$ cat src/rtl/bit_reverse_arbiter.sv
// Shared serial bit-reversal engine with round-robin arbitration.
// A word from one of N_REQ requesters is reversed one bit per clock and
// returned on a single valid/ready port, tagged with the requester index.
module bit_reverse_arbiter #(
   parameter  int N_BITS = 8,
   parameter  int N_REQ  = 4,
   localparam int ID_W   = (N_REQ > 1) ? $clog2(N_REQ) : 1
) (
   input  logic                    clk,
   input  logic                    rst,
   input  logic [N_REQ-1:0]        req_valid,
   input  logic [N_REQ*N_BITS-1:0] req_data,
   output logic [N_REQ-1:0]        req_ready,
   output logic                    out_valid,
   output logic [N_BITS-1:0]       out_data,
   output logic [ID_W-1:0]         out_id,
   input  logic                    out_ready,
   output logic                    busy
);

   localparam int CNT_W = $clog2(N_BITS);

   typedef enum logic [1:0] {
      IDLE,
      SHIFT,
      DONE
   } state_t;

   state_t             state;
   state_t             state_nxt;
   logic [N_BITS-1:0]  src;
   logic [N_BITS-1:0]  res;
   logic [N_BITS-1:0]  res_nxt;
   logic [CNT_W-1:0]   cnt;
   logic [ID_W-1:0]    ptr;
   logic [ID_W-1:0]    gnt;
   logic [ID_W-1:0]    sel;
   logic [ID_W-1:0]    cand;
   logic [N_BITS-1:0]  sel_data;
   logic               found;
   logic               last;

   // Round-robin search starting at ptr, plus the matching word mux
   always_comb begin
      found    = 1'b0;
      sel      = '0;
      cand     = '0;
      sel_data = '0;
      for (int unsigned i = 0; i < N_REQ; i++) begin
         cand = ID_W'((32'(ptr) + i) % N_REQ);
         if (!found && req_valid[cand]) begin
            found = 1'b1;
            sel   = cand;
         end
      end
      for (int unsigned k = 0; k < N_REQ; k++) begin
         if (sel == ID_W'(k)) begin
            sel_data = req_data[k*N_BITS +: N_BITS];
         end
      end
   end

   // State register
   always_ff @(posedge clk or posedge rst) begin
      if (rst) begin
         state <= IDLE;
      end else begin
         state <= state_nxt;
      end
   end

   // Next-state logic and handshake outputs
   always_comb begin
      state_nxt = state;
      req_ready = '0;
      out_valid = 1'b0;
      busy      = 1'b0;
      res_nxt   = {res[N_BITS-2:0], src[0]};
      last      = (cnt == CNT_W'(N_BITS - 1));
      case (state)
         IDLE: begin
            if (found) begin
               req_ready[sel] = !rst;
               state_nxt      = SHIFT;
            end
         end
         SHIFT: begin
            busy = 1'b1;
            if (last) begin
               state_nxt = DONE;
            end
         end
         DONE: begin
            busy      = 1'b1;
            out_valid = 1'b1;
            if (out_ready) begin
               state_nxt = IDLE;
            end
         end
         default: state_nxt = IDLE;
      endcase
   end

   // Datapath: capture, serial shift, result latch, priority pointer update
   always_ff @(posedge clk or posedge rst) begin
      if (rst) begin
         src      <= '0;
         res      <= '0;
         cnt      <= '0;
         ptr      <= '0;
         gnt      <= '0;
         out_data <= '0;
         out_id   <= '0;
      end else begin
         case (state)
            IDLE: begin
               if (found) begin
                  src <= sel_data;
                  res <= '0;
                  cnt <= '0;
                  gnt <= sel;
               end
            end
            SHIFT: begin
               res <= res_nxt;
               src <= src >> 1;
               cnt <= cnt + 1'b1;
               if (last) begin
                  out_data <= res_nxt;
                  out_id   <= gnt;
               end
            end
            DONE: begin
               if (out_ready) begin
                  ptr <= (gnt == ID_W'(N_REQ - 1)) ? '0 : gnt + 1'b1;
               end
            end
            default: ;
         endcase
      end
   end

endmodule
$ cat config.mk
export PLATFORM = sky130hd
export DESIGN_NAME = bit_reverse_arbiter
export DESIGN_NICKNAME = d
export VERILOG_FILES = /design/src/rtl/bit_reverse_arbiter.sv
export SDC_FILE = /design/constraint.sdc
export NUM_CORES = 1
export LEC_CHECK = 0
export CORE_UTILIZATION = 31
export DETAILED_ROUTE_END_ITERATION = 10
export GPL_TIMING_DRIVEN = 0
export HOLD_SLACK_MARGIN = 0.06
export PLACE_DENSITY_LB_ADDON = 0.12
export SETUP_SLACK_MARGIN = 0.4
export SYNTH_ARGS = -nofsm -noshare
export SYNTH_HDL_FRONTEND = slang
export SYNTH_SLANG_ARGS = --single-unit
$ cat constraint.sdc
create_clock -name clk -period 1.9 [get_ports clk]
set_input_delay 0.38 -clock clk [delete_from_list [all_inputs] [get_ports clk]]
set_output_delay 0.38 -clock clk [all_outputs]
set_load 0.02 [all_outputs]
==> results of run 1 <==
metrics by stage:
stage | power, uW | hold slack (ns)
3_5_place_dp | 2749 | 0.4887
5_1_grt | 4437 | 0.5263
2_1_floorplan | 2250 | 0.4568
4_1_cts | 3889 | 0.5034
3_3_place_gp | 2693 | 0.4814
6_report | 4183 | 0.4989
sequential cells by signal, indices dropped and copies added (netlist names):
name	count
cnt	3
gnt	2
out_data	8
out_id	2
ptr	2
res	7
src	8
state	2
per-layer routing:
layer / global-route usage, % / wire length [microns] / vias up
met5: 0 / 0 / -
met4: 6.604 / 53 / 0
met3: 3.529 / 194 / 5
met2: 29.47 / 2626 / 32
met1: 19.04 / 2079 / 762
li1: - / - / 727
Yosys cell counts (all sizes together):
| cell type | n | area [sq um] |
|---|---|---|
| dfrtp | 34 | 850.8 |
| mux2i | 17 | 170.2 |
| mux2 | 14 | 157.7 |
| a22o | 9 | 78.83 |
| nand2 | 9 | 33.78 |
| o221ai | 8 | 76.32 |
| a22oi | 7 | 57.55 |
| ha | 7 | 87.58 |
| buf | 6 | 51.30 |
| inv | 6 | 22.52 |
| nor2 | 6 | 22.52 |
| a21oi | 4 | 20.02 |
| nand2b | 3 | 18.77 |
| o21ai | 3 | 18.77 |
| nor4 | 2 | 18.77 |
| and2 | 1 | 6.260 |
| and3 | 1 | 6.260 |
| clkbuf | 1 | 3.750 |
| nor3 | 1 | 16.27 |
| nor4b | 1 | 8.760 |
| o21a | 1 | 7.510 |
| o22a | 1 | 8.760 |
| o22ai | 1 | 12.51 |
| o31ai | 1 | 7.510 |
critical path, stage by stage (launching register included):
cell and delay [ns]:
dfrtp_2 0.43, mux2i_2 0.26, nor2_2 0.07, nor3_4 0.21, buf_6 0.14, buf_4 0.13
nor4_4 0.04, buf_4 0.16
power breakdown:
part / internal (uW) / switching, uW / total, uW
Combinational: 1450 / 1050 / 2500
Sequential: 985 / 190 / 1170
Clock: 260 / 245 / 505
Total: 2700 / 1480 / 4180
kinds of logic after synthesis:
group	Yosys count
AO/OA/AOI/OAI	35
flip-flops	34
multiplexers	31
AND/OR/NAND/NOR	24
buffers and inverters	13
adder cells (fa/ha/maj)	7
final timing paths:
kind,end,slack [ns],depth (start not counted)
setup / recovery,req_ready[2],-0.21,7
hold / removal,src[7],0.50,2
setup reg to reg,src[3],-0.04,9
hold reg to reg,src[7],0.50,2
max in group asynchronous,ptr[1],0.69,2
min in group asynchronous,src[5],0.72,2
cell type report:
cell class                 count  area (sq um)  area share [%]
timing repair buffer          85         878.3           28.08
clock buffer                   8         80.08           2.560
tap                           72         90.09           2.880
inverter                       6         22.52          0.7200
multi-input combinational     98          1112           35.56
buffer                         7         92.59           2.960
sequential                    34         852.1           27.24
repair_timing:
action / CTS / global route
endpoints found under the setup margin: 82 / 37
buffers inserted: 20 / 8
resized for setup: 96 / 38
pin swaps: 15 / 11
cloned: 3 / 1
==> results.md, run 1 <==
- Seq/Total Area, Yosys: 48.26%
- Clk sinks: 34
- Synth warn: 0
- Worst slack at placement: -1.002 ns
- Worst min path class: flip-flop to flip-flop
- DP Wirelength: 3174 microns
- Final setup vio count: 8
- Clock transition at the registers of the reported paths: 0.07 ns
- IO Pins: 55
- Global route overflow: 0
- Synth unique cells: 30
- Largest net degree at the start of global routing: 35
- Pleak: 0.001434 uW
- CORE AREA: 0.005507 sq mm
- Row cnt: 27
- Min-Delay Startpoint: src[7]
- CP Class: flip-flop to primary output
- Crit path max fanout: 6
- CTS tree: yes
- Number of global-route vias before repair: 1597
- Die Width: 77.41 microns
- Relative slew slack: 52.86%
- Clock Latency Late Sink: 0.28 ns
- Tcrit/Tclk final: 111.2%
- Hold Buf Count CTS: 0
- Synthesized flop and latch total: 34
- Starting density of the core: 32.02%
- Unrepaired setup endpoints after global routing: true
- Inst Count DP: 270
- DR pass1 iterations: 4
- Worst setup path start: ptr[1]
- Post-route ant nets: 0
- Commonest cells after routing, fill and taps aside: clkdlybuf4s50_1, dfrtp_1, buf_6, mux2_4, mux2i_1
- CP Capture Type: primary output
- Area grow syn2layout: 77.43%
- Final Wtd Congestion: 0.7260
- CP Launch Type: flip-flop
- WL/cell: 15.98 microns
- Peak supply drop: 0.7616 mV
- Setup ws final: -0.2131 ns
- DR DRC count: 0
- Fill cells: 435
- # diodes: 0
- Main combinational cell family by area after synthesis: multiplexers
- Slew Viols, Final: 0
- Violated checks: setup timing
- CTS Root Cell: clkbuf_8
- XOR/XNOR Fraction of Synth Area: 0%
- First-pass GRT wire length: 7569 microns
- Routed vias/inst: 4.923
- Status: complete, but fails checks
- Clock Skew: 0.009037 ns
- Synthesized Nets: 190
- Synth Cell Area: 0.001763 sq mm
- Final hold vios: 0
- Final WL: 4953 microns
- Final Instance Count excl. Fillers: 310
- Detailed-route via count: 1526
- Compound-gate portion of the synthesized area: 16.32%
- Fin crit period: 2.113 ns
- Total CTS buffers: 5
- Simple logic cell fraction of the synthesized area: 7.452%
- Total track usage: 16.49%
- IO buf count: 54
- Die Footprint: 0.005992 sq mm
- Layout cells sized above 1: 43.28%
- Max Freq: 473.2 MHz
- Final core occ: 56.81%
- Initial antenna violation count: 0
- Die Y: 77.41 microns
- Htree depth: 2
- Max Cap Viol: 0
- Worst EP required: 1.52 ns
- Clock Path Buffers: 2
- Data arrival time of the worst path: 1.73 ns
- Pwr Density: 1337 mW/mm^2
- Most common cell after layout, fill and taps aside: clkdlybuf4s50_1
- Fin Setup TNS: -0.8411 ns
- Detailed Route Iter0 Violations: 41
- Post-route design area: 0.003128 sq mm
- Syn avg cell area: 12.24 sq um
- Multiplexer share of the synthesized area: 18.59%
- Nets: 283
- Reg2reg start: ptr[1]
- Post-place instance area: 0.002491 sq mm
- Cells after Synth: 144
- Adder-Cell Fraction of Synth Area: 4.968%
- Tightest Pin Transition: 0.7060 ns
Power figures use the tool's default switching activity.
==> run 2: changes to the inputs <==
--- a/config.mk
+++ b/config.mk
@@ -5,6 +5,7 @@
 export SDC_FILE = /design/constraint.sdc
 export NUM_CORES = 1
 export LEC_CHECK = 0
+export CORE_ASPECT_RATIO = 2
 export CORE_UTILIZATION = 31
 export DETAILED_ROUTE_END_ITERATION = 10
 export GPL_TIMING_DRIVEN = 0
==> results.md, run 2 (synthesized netlist as in run 1, its figures left out) <==
- Fin crit period: 2.161 ns
- Peak supply drop: 0.8737 mV
- CTS Root Cell: clkbuf_8
- Crit Reg-Reg Endpoint: src[3]
- Final Instance Count excl. Fillers: 296
- Number of global-route vias before repair: 1643
- IO buf count: 54
- Worst slack at placement: -1.036 ns
- Crit path max fanout: 6
- Slowest CP cell: dfrtp_2
- Die Y: 108.7 microns
- Status: complete, but fails checks
- Clock transition at the registers of the reported paths: 0.07 ns
- Largest net degree at the start of global routing: 35
- Die Footprint: 0.006011 sq mm
- Clock Skew: 0.003207 ns
- WL/cell: 16.80 microns
- Setup ws final: -0.2605 ns
- Layout cells sized above 1: 47.03%
- Area grow syn2layout: 76.08%
- Routed vias/inst: 5.176
- CP Capture Type: primary output
- Clock Latency Late Sink: 0.28 ns
- Max Freq: 462.9 MHz
- Total CTS buffers: 5
- CTS tree: yes
- Worst setup path start: ptr[1]
- DR DRC count: 0
- Clock Path Buffers: 2
- Pleak: 0.001433 uW
- Worst hold path endpoint: out_data[7]
- Nets: 282
- Tcrit/Tclk final: 113.7%
- Final hold vios: 0
- Starting density of the core: 32.24%
- Worst EP required: 1.52 ns
- Post-route ant nets: 0
- Initial antenna violation count: 0
- Crit path largest cell delay: 0.45 ns
- Slew Viols, Final: 0
- Clk sinks: 34
- Final WL: 4972 microns
- Data arrival time of the worst path: 1.78 ns
- Max Cap Viol: 0
- CORE AREA: 0.005468 sq mm
- Worst min path class: flip-flop to flip-flop
- Worst path cell trace: nand2b_4 -> a21oi_4 -> nor3_4 -> buf_6 -> buf_6 -> nor4b_4 -> buf_4
- Tot Pwr: 4234 uW
- Hold Buf Count CTS: 0
- First-pass GRT wire length: 7672 microns
- Die Width: 55.33 microns
- Most frequent cell on the critical path: buf_6
- R2r worst-path depth: 10
- Row cnt: 38
- Most common cell after layout, fill and taps aside: clkdlybuf4s50_1
- Relative slew slack: 52.71%
- CP Class: flip-flop to primary output
- Commonest cells after routing, fill and taps aside: clkdlybuf4s50_1, dfrtp_1, buf_6
- IO Pins: 55
- Htree depth: 2
- Reg2reg start: state[1]
- Final Wtd Congestion: 0.7403
- Tightest Pin Transition: 0.7083 ns
- Final setup vio count: 4
- Detailed Route Iter0 Violations: 50
- Fin Setup TNS: -0.7433 ns
- DP Wirelength: 3212 microns
- Hold Crit Depth: 1
- Detailed-route via count: 1532
- Global route overflow: 0
- # diodes: 0
- CP Launch Type: flip-flop
- DR pass1 iterations: 4
- Inst Count DP: 258
- Pwr Density: 1364 mW/mm^2
- Unrepaired setup endpoints after global routing: true
- Min-Delay Startpoint: out_data[7]
- R2r setup slk: 0.15 ns
- Registers with the most flip-flops: out_data x8, src x8, res x7
- Total track usage: 16.41%
- Violated checks: setup timing
## run 2: worst max-delay path by stage
stage	cells after the start	endpoint	slack, ns
3_5_place_dp	7	req_ready[3]	-1.04
4_1_cts	8	req_ready[3]	-0.28
2_1_floorplan	5	req_ready[0]	0.18
5_1_grt	7	req_ready[0]	-0.31
6_report	7	req_ready[0]	-0.26
3_3_place_gp	6	req_ready[1]	-1.00
## run 2: layout make-up
cell class              count  area [sq um]
well taps                  60         75.07
multi-input cells          98          1142
clock buffers               7         76.32
repair buffers             84         840.8
fillers                   471          2364
plain buffers               7         95.09
flip-flops and latches     34         852.1
inverters                   6         22.52
## run 2: metal layers
layer	global-route usage, %	wire length (microns)	vias up
met1	17.49	1761	743
met4	7.500	143	0
met5	0	0	-
li1	-	-	725
met3	3.203	180	10
met2	30.64	2886	54
## run 2: critical path, delay by kind of cell (launching register included)
kind | cells | cell delay (ns)
simple gates | 3 | 0.49
flops | 1 | 0.45
buf+inv | 3 | 0.43
compound gates | 1 | 0.14
## run 2: where the power goes
group          switching, uW  total, uW  internal (uW)
logic                   1100       2550           1440
registers                206       1190            985
clock network            245        497            252
## run 2: timing repair
| item | in CTS | in global routing |
|---|---|---|
| pin swaps | 16 | 12 |
| gates resized for setup | 88 | 51 |
| endpoints found under the setup margin | 82 | 36 |
| cloned | 3 | 1 |
| setup buffers | 18 | 9 |
| endpoints found under the hold margin | 0 | 0 |
## run 2: through the flow
| step | hold slack, ns | instance area, sq um | utilization, % |
|---|---|---|---|
| after CTS | 0.5017 | 2804 | 51.28 |
| after floorplan | 0.4568 | 1861 | - |
| final | 0.5036 | 3104 | 56.77 |
| after global routing | 0.5242 | 3104 | 56.77 |
| after detailed placement | 0.4921 | 2476 | 45.29 |
| after global placement | 0.4870 | 2476 | 45.29 |
==> run 3: changes to the inputs <==
--- a/config.mk
+++ b/config.mk
@@ -6,6 +6,7 @@
 export NUM_CORES = 1
 export LEC_CHECK = 0
 export CORE_ASPECT_RATIO = 2
+export CORE_MARGIN = 10
 export CORE_UTILIZATION = 31
 export DETAILED_ROUTE_END_ITERATION = 10
 export GPL_TIMING_DRIVEN = 0
==> results.md, run 3 (synthesized netlist as in run 1, its figures left out) <==
- Status: complete, but fails checks
- Violated checks: setup timing
- Slew Viols, Final: 0
- R2r setup slk: 0.12 ns
- Clk sinks: 34
- Tightest Pin Transition: 0.7150 ns
- Unrepaired setup endpoints after global routing: true
- CP Class: flip-flop to primary output
- CP Capture Type: primary output
- Switching power: 1490 uW
- Hold slack: 0.5037 ns
- Final hold vios: 0
- Detailed Route Iter0 Violations: 22
- Row cnt: 38
- Final WL: 5183 microns
- Data arrival time of the worst path: 1.68 ns
- Worst min path class: flip-flop to flip-flop
- Die Footprint: 0.009287 sq mm
- CORE AREA: 0.005468 sq mm
- Global route overflow: 0
- Peak supply drop: 1.080 mV
- Net Sw Frac: 35.92%
- Most common cell after layout, fill and taps aside: clkdlybuf4s50_1
- Pleak: 0.001388 uW
- IO Pins: 55
- Registers with the most flip-flops: out_data x8, src x8, res x7
- IO buf count: 54
- Fin crit period: 2.057 ns
- Starting density of the core: 32.24%
- DR pass1 iterations: 4
- Final Wtd Congestion: 0.7451
- Largest net degree at the start of global routing: 35
- Min-Delay Startpoint: out_data[7]
- Hold Crit Depth: 1
- Commonest cells after routing, fill and taps aside: clkdlybuf4s50_1, dfrtp_1, buf_6, mux2i_1, mux2_4
- Max Cap Viol: 0
- Clock Latency Late Sink: 0.29 ns
- Detailed-route via count: 1504
- Final setup vio count: 4
- Post-place instance area: 0.002476 sq mm
- DR DRC count: 0
- Total CTS buffers: 5
- Flop pwr share: 28.4%
- Area grow syn2layout: 70.19%
- Max Freq: 486.1 MHz
- R2r worst-path depth: 10
- DP Wirelength: 3740 microns
- Htree depth: 2
- Worst hold path endpoint: out_data[7]
- Post-route design area: 0.003000 sq mm
- # diodes: 0
- Reg2reg start: state[1]
- CP Launch Type: flip-flop
- Post-route ant nets: 0
- WL/cell: 17.93 microns
- Relative slew slack: 52.27%
- Cell Int Power: 2657 uW
- Die Width: 73.33 microns
- Initial antenna violation count: 0
- CTS Root Cell: clkbuf_8
- Crit Reg-Reg Endpoint: src[0]
- Tcrit/Tclk final: 108.3%
- Total track usage: 11.23%
- Clock Path Buffers: 2
- Crit path max fanout: 6
- Tot Pwr: 4147 uW
- Pwr Density: 1382 mW/mm^2
- Clock Skew: 0.002777 ns
- Nets: 274
- Clock share of power: 15.1%
- Routed vias/inst: 5.204
- Layout cells sized above 1: 41.48%
- Worst EP required: 1.52 ns
- First-pass GRT wire length: 8349 microns
- Hold Buf Count CTS: 0
- Clock transition at the registers of the reported paths: 0.07 ns
- Number of global-route vias before repair: 1737
- Setup ws final: -0.1571 ns
- Gate power share: 56.4%
- CTS tree: yes
- Die Y: 126.7 microns
## run 3: per-layer routing
| metal | GRT usage (%) | vias to the layer above | wire length [microns] |
|---|---|---|---|
| met1 | 10.80 | 741 | 1876 |
| met2 | 20.23 | 48 | 2832 |
| met5 | 0 | - | 0 |
| met3 | 3.669 | 8 | 338 |
| li1 | - | 707 | - |
| met4 | 5.513 | 0 | 135 |
## run 3: worst max-delay path, stage by stage, from the launching register on
cell	delay, ns
dfrtp_2	0.45
nand2b_4	0.16
a21oi_4	0.13
nor3_4	0.07
buf_6	0.14
nor4b_4	0.25
buf_4	0.18
## run 3: per-stage QoR
stage | instances | setup slack [ns] | TNS [ns] | utilization, %
6_report | 289 | -0.1571 | -0.4496 | 54.87
3_3_place_gp | 258 | -1.005 | -13.24 | 45.29
5_1_grt | 289 | -0.2293 | -0.7378 | 54.87
4_1_cts | 284 | -0.2127 | -0.6977 | 52.33
3_5_place_dp | 258 | -1.015 | -18.45 | 45.29
2_1_floorplan | 144 | 0.1758 | 0 | -
## run 3: power groups by stage
stage,Sequential [uW],Combinational [uW],Clock [uW]
5_1_grt,1210,2530,677
6_report,1180,2340,627
3_3_place_gp,1170,1540,0
2_1_floorplan,1200,1050,0
4_1_cts,1170,2180,650
3_5_place_dp,1180,1580,0
## run 3: how the worst max path moves through the flow
stage	startpoint	to	slack, ns	depth (start not counted)
3_5_place_dp	req_valid[3]	req_ready[1]	-1.02	6
5_1_grt	ptr[1]	req_ready[0]	-0.23	6
3_3_place_gp	req_valid[3]	req_ready[1]	-1.01	6
4_1_cts	ptr[1]	req_ready[0]	-0.21	5
2_1_floorplan	ptr[1]	req_ready[0]	0.18	5
6_report	ptr[1]	req_ready[0]	-0.16	6
## run 3: timing repair
item | CTS | global route
resized for setup | 96 | 25
pin swaps | 17 | 4
buffers inserted | 14 | 4
endpoints found under the setup margin | 82 | 36
cloned | 4 | 1
## run 3: cell type report
cell class / instances / area (sq um)
inverter: 6 / 22.52
buffer: 7 / 98.84
multi-input combinational: 99 / 1099
clock buffer: 8 / 110.1
tap: 60 / 75.07
sequential: 34 / 852.1
timing repair buffer: 75 / 743.2
fill: 482 / 2467
